File: config.mk
export PLATFORM = sky130hd
export DESIGN_NAME = mem_arb2
export DESIGN_NICKNAME = d
export VERILOG_FILES = /design/src/rtl/mem_arb2_pkg.sv /design/src/rtl/rr_arb2.sv /design/src/rtl/mem_arb2.sv
export SDC_FILE = /design/constraint.sdc
export NUM_CORES = 1
export LEC_CHECK = 0
export ABC_AREA = 0
export BUFFER_PORTS_ARGS = -buffer_cell sky130_fd_sc_hd__buf_2
export CAP_MARGIN = 40
export CORE_AREA = 5 5 119 121
export DETAILED_ROUTE_END_ITERATION = 10
export DIE_AREA = 0 0 124 126
export SKIP_CTS_REPAIR_TIMING = 1
export SLEW_MARGIN = 10
export SYNTH_ARGS = -nofsm -noshare
export SYNTH_HDL_FRONTEND = slang
export SYNTH_HIERARCHICAL = 1
export SYNTH_SLANG_ARGS = --single-unit
File: constraint.sdc
create_clock -name clk -period 7.55 [get_ports clk]
set_clock_uncertainty 0.2 [all_clocks]
set_input_delay 1.8875 -clock clk [delete_from_list [all_inputs] [get_ports clk]]
set_output_delay 1.8875 -clock clk [all_outputs]
set_load 0.01 [all_outputs]
File: src/rtl/mem_arb2_pkg.sv
// Shared memory-interface types and widths for the two-port arbiter.
package mem_intf_pkg;

  typedef enum logic [1:0] {
    OWN_NONE = 2'd0,
    OWN_S0   = 2'd1,
    OWN_S1   = 2'd2
  } mem_own_e;

  localparam int MEM_AW = 32;
  localparam int MEM_DW = 32;
  localparam int MEM_BW = 4;

endpackage

File: src/rtl/rr_arb2.sv
// Round-robin pointer and tie-break for two requesters.
// The pointer remembers the last requester that completed a transfer;
// on a tie the other one wins.
module rr_arb2
  import mem_intf_pkg::*;
(
  input  logic     clk,
  input  logic     rst,
  input  logic     req0_i,
  input  logic     req1_i,
  input  logic     upd_i,
  input  mem_own_e upd_own_i,
  output mem_own_e pick_o
);

  // 0 = S0 served last, 1 = S1 served last
  logic last_q;

  // Pick a requester from the current requests only, breaking ties away from last_q
  always_comb begin
    pick_o = OWN_NONE;
    if (req0_i && req1_i) begin
      pick_o = last_q ? OWN_S0 : OWN_S1;
    end else if (req0_i) begin
      pick_o = OWN_S0;
    end else if (req1_i) begin
      pick_o = OWN_S1;
    end
  end

  // Move the pointer to whoever just completed a transfer; S1 at reset so S0 wins the first tie
  always_ff @(posedge clk) begin
    if (rst) begin
      last_q <= 1'b1;
    end else if (upd_i && upd_own_i != OWN_NONE) begin
      last_q <= (upd_own_i == OWN_S1);
    end
  end

endmodule

File: src/rtl/mem_arb2.sv
// Two-requester arbiter for one synchronous memory port.
// Grant is combinational from registered state, so a lone request reaches
// the memory port in the same cycle; read data is routed back one cycle
// after the accept only to the requester that issued it.
module mem_arb2
  import mem_intf_pkg::*;
#(
  parameter int unsigned MAX_BURST = 4
) (
  input  logic              clk,
  input  logic              rst,
  input  logic              s0_cs,
  input  logic              s0_we,
  input  logic [MEM_AW-1:0] s0_addr,
  input  logic [MEM_BW-1:0] s0_byte,
  input  logic [MEM_DW-1:0] s0_di,
  output logic [MEM_DW-1:0] s0_do,
  output logic              s0_busy,
  input  logic              s1_cs,
  input  logic              s1_we,
  input  logic [MEM_AW-1:0] s1_addr,
  input  logic [MEM_BW-1:0] s1_byte,
  input  logic [MEM_DW-1:0] s1_di,
  output logic [MEM_DW-1:0] s1_do,
  output logic              s1_busy,
  output logic              m_cs,
  output logic              m_we,
  output logic [MEM_AW-1:0] m_addr,
  output logic [MEM_BW-1:0] m_byte,
  output logic [MEM_DW-1:0] m_di,
  input  logic [MEM_DW-1:0] m_do,
  input  logic              m_busy
);

  localparam logic [7:0] BURST_CAP = 8'(MAX_BURST);

  mem_own_e   own_q;
  mem_own_e   rsp_q;
  logic [7:0] cnt_q;
  logic [7:0] cnt_d;
  logic       stall_q;   // previous cycle presented a request that m_busy stalled
  mem_own_e   grant;
  mem_own_e   rr_pick;
  logic       burst_done;
  logic       accept;

  rr_arb2 u_rr (
    .clk       (clk),
    .rst       (rst),
    .req0_i    (s0_cs),
    .req1_i    (s1_cs),
    .upd_i     (accept),
    .upd_own_i (grant),
    .pick_o    (rr_pick)
  );

  assign burst_done = (cnt_q >= BURST_CAP);

  // Grant: hold a stalled request, else keep the owner until its burst cap, else round-robin.
  // Nothing is granted while reset is asserted so the port stays idle.
  always_comb begin
    grant = rr_pick;
    if (rst) begin
      grant = OWN_NONE;
    end else if (own_q != OWN_NONE && stall_q) begin
      grant = own_q;
    end else if (own_q == OWN_S0 && s0_cs && !(burst_done && s1_cs)) begin
      grant = OWN_S0;
    end else if (own_q == OWN_S1 && s1_cs && !(burst_done && s0_cs)) begin
      grant = OWN_S1;
    end
  end

  // Downstream request mux; idle port drives all-zero fields
  always_comb begin
    m_cs   = 1'b0;
    m_we   = 1'b0;
    m_addr = '0;
    m_byte = '0;
    m_di   = '0;
    if (grant == OWN_S0) begin
      m_cs   = 1'b1;
      m_we   = s0_we;
      m_addr = s0_addr;
      m_byte = s0_byte;
      m_di   = s0_di;
    end else if (grant == OWN_S1) begin
      m_cs   = 1'b1;
      m_we   = s1_we;
      m_addr = s1_addr;
      m_byte = s1_byte;
      m_di   = s1_di;
    end
  end

  assign accept  = m_cs & ~m_busy;
  assign s0_busy = s0_cs & ((grant != OWN_S0) | m_busy);
  assign s1_busy = s1_cs & ((grant != OWN_S1) | m_busy);
  assign s0_do   = (rsp_q == OWN_S0) ? m_do : '0;
  assign s1_do   = (rsp_q == OWN_S1) ? m_do : '0;

  // Burst counter: restarts on an owner change, saturates at 255 while the owner keeps going
  always_comb begin
    cnt_d = cnt_q;
    if (grant != own_q) begin
      cnt_d = accept ? 8'd1 : 8'd0;
    end else if (accept && cnt_q != 8'hFF) begin
      cnt_d = cnt_q + 8'd1;
    end
  end

  // Owner, burst count, stall flag and read-response owner
  always_ff @(posedge clk) begin
    if (rst) begin
      own_q   <= OWN_NONE;
      cnt_q   <= 8'd0;
      rsp_q   <= OWN_NONE;
      stall_q <= 1'b0;
    end else begin
      own_q   <= grant;
      cnt_q   <= cnt_d;
      rsp_q   <= (accept && !m_we) ? grant : OWN_NONE;
      stall_q <= m_cs & m_busy;
    end
  end

endmodule

==> key figures <==
Critical path
  • Worst Path Required: about 5.5 ns
  • Critical path arrival: just over 4 ns
  • Max FO, Critical Path: 34
  • R2r startpoint: cnt_q[2]$_SDFFE_PP0P_
  • Critical path type: input pin to output pin
  • R2R Path End: cnt_q[7]$_SDFFE_PP0P_
  • Worst r2r path cells: 11
  • Crit. End Element: output pin
  • Reg2reg setup slack: around 3.8 ns
  • CP Launch Type: input pin

Global route
  • Largest net degree at the start of global routing: 83
  • First-pass GRT wire length: approximately 17,000 um
  • Vias in the first global route: approximately 3,300
  • Gr usage total: 0.131
  • Gr ovfl total: 0
  • Antenna violations before repair: 0

Synth
  • Synth Net Count: ~580
  • Synth warnings: 6
  • Post-synthesis cell type count: 36
  • Mean post-synth cell area: approximately 5.6 um^2
  • Leading area contributor after synthesis: nand2_1
  • FF+latch count, synth: 14
  • Synth async-reset ratio: 0
  • Post-synthesis cell area: ~2300 um^2
  • Sequential area share after synthesis: 0.124
  • EDFF count, synth: 0
  • Top_reg_cell synth: dfxtp_1
  • Synthesized instance count: 400
  • Area contributors post-synth: nand2_1 (23%), and2_1 (19%), o21ai_0 (15%)
  • Synth top area share: 0.227

Route
  • DR WL/cell: around 14 um
  • Post-Route WL: 11,700 um
  • Via Count: about 3,600
  • Post-route ant nets: 0
  • DR top layer: met4
  • Detailed-router iteration count before antenna repair: 4
  • Met3 wire len: 1230 um
  • DRC viols: 0
  • Routed vias/inst: 4.21
  • WL met2: 5850 um
  • Detailed Route Iter0 Violations: between 200 and 250
  • Metal-1 WL: 4570 um

Outcome
  • Outcome: completed

Clock tree
  • Clock transition at the registers of the reported paths: about 0.05 ns
  • CTS tree: done
  • Worst-Skew Late Latency: 0.24 ns
  • Root Buffer: clkbuf_16
  • # H-tree levels: 1
  • Max Buffers Root-to-Sink: 2
  • CTS Buf Count: 3
  • Clk sinks: 14

Power
  • Max IR drop VDD: ~56 uV
  • Final Power: 379 uW
  • Power Density: 93.3 nW/um^2
  • Pleak: ~0.0023 uW

Floorplan
  • Die Area: roughly 16,000 um^2
  • Row count: 42
  • Ports: slightly above 300
  • Die H: roughly 130 um
  • Core ar.: between 10,000 and 15,000 um^2
  • Die W: between 100 and 150 um
  • Starting Density: 0.174

Flow run
  • Max_cap viols: 0

STA
  • Slew Limit Fails: 0
  • Setup slack after layout: around 1.4 ns
  • Worst-Margin Slew: approximately 0.66 ns
  • Tcrit/Tclk final: 0.810
  • Setup_tns: 0 ns
  • Period minus WS final: around 6.1 ns
  • Hold Vio Cnt, Final: 0
  • Relative slew slack: 0.560
  • Peak Freq: between 150 and 200 MHz
  • Setup Viol. Count Final: 0
  • RSZ-0062 raised after global routing: false

Worst hold path
  • HP Start: u_rr/last_q$_SDFFE_PP1P_
  • Worst hold path class: flop to flop
  • Hold Crit Depth: 2
  • Hold endpoint: u_rr/last_q$_SDFFE_PP1P_

Placement
  • GPL Wtd Cong: around 0.9
  • PortBufs: 310
  • Placed Instances: about 860
  • Worst slack, placed: between 1.5 and 2 ns
  • Hpwl dp: about 9800 um

Finish
  • Final non-filler cell total: approximately 870
  • Layout area overhead: 80.2%
  • Final #Nets: 870
  • Layout cells sized above 1: 0.472
  • N_diodes: 0
  • Core Util, Final: 0.313
## how the worst max path moves through the flow
stage,startpoint,endpoint,slack (ns),cells after the start
6_report,s0_cs,m_addr[30],1.44,10
5_1_grt,s0_cs,m_we,1.29,10
4_1_cts,s0_cs,m_we,1.48,10
3_5_place_dp,s0_cs,m_we,1.51,10
3_3_place_gp,s1_cs,m_we,1.52,10
2_1_floorplan,s0_cs,m_addr[10],1.81,10
## through the flow
stage | cell area (um^2) | hold WS [ns]
floorplan | 2250 | 0.314
finish | 4060 | 0.380
detailed placement | 3980 | 0.360
global placement | 3980 | 0.352
global route | 4060 | 0.416
CTS | 4060 | 0.385
## flip-flops by register name, summed over array words and instances (netlist names)
register / cells
own_q: 2
rsp_q: 2
stall_q: 1
u_rr/last_q: 1
cnt_q: 8
## cell usage in the layout, fill, tap and decap left out, types with 3 or more instances in the layout
| master | netlist | layout |
|---|---|---|
| a31oi_1 | 4 | 4 |
| xnor2_1 | 4 | 4 |
| o21ai_0 | 68 | 68 |
| a21oi_1 | 5 | 5 |
| nand2_1 | 136 | 136 |
| nor2_1 | 11 | 11 |
| dfxtp_1 | 14 | 14 |
| nor3_1 | 4 | 4 |
| a22o_1 | 4 | 4 |
| nor2b_1 | 4 | 4 |
| clkbuf_16 | 0 | 3 |
| buf_4 | 0 | 5 |
| inv_1 | 10 | 10 |
| and2_1 | 67 | 67 |
| nor3b_1 | 3 | 3 |
| nand4_1 | 4 | 4 |
| buf_2 | 0 | 310 |
## Yosys cell counts (3+ instances only)
cell      number
a22o_1         4
o21ai_0       68
a21oi_1        5
buf_1          3
nand4_1        4
dfxtp_1       14
xnor2_1        4
nor3_1         4
nor3b_1        3
a31oi_1        4
and2_1        67
inv_1         10
clkbuf_1      27
nor2_1        11
ha_1           4
nand2_1      136
nor2b_1        4
## logic make-up after synthesis
family	synth area share
fa+ha+maj	0.0222
compound gates	0.248
flops	0.124
buf+inv	0.0667
xor+xnor	0.0233
simple gates	0.515
## power breakdown
group	leakage (uW)	internal (uW)	switching (uW)
Combinational	0.00210	89.7	113
Clock	0.0000370	69.0	27.5
Sequential	0.000114	76.8	2.89
## metal layers
metal  vias up  track usage
met5         -            0
met4         0       0.0155
met3         4       0.0206
met2       162        0.250
met1      1579        0.156
li1       1894            -
## layout make-up
cell class | count | area (um^2)
sequential | 14 | 280
multi-input combinational | 346 | 1840
clock buffer | 3 | 75.1
inverter | 10 | 37.5
tap | 176 | 220
timing repair buffer | 316 | 1610
fill | 1445 | 8920
## critical path: stages
cell and delay [ns]:
buf_2 0.14, o31a_1 0.15, nor2_1 0.18, o22ai_1 0.17
a21oi_1 0.26, ha_2 0.25, buf_4 0.32, nand2_1 0.09
o21ai_0 0.35, buf_2 0.21
Power figures use the tool's default switching activity.
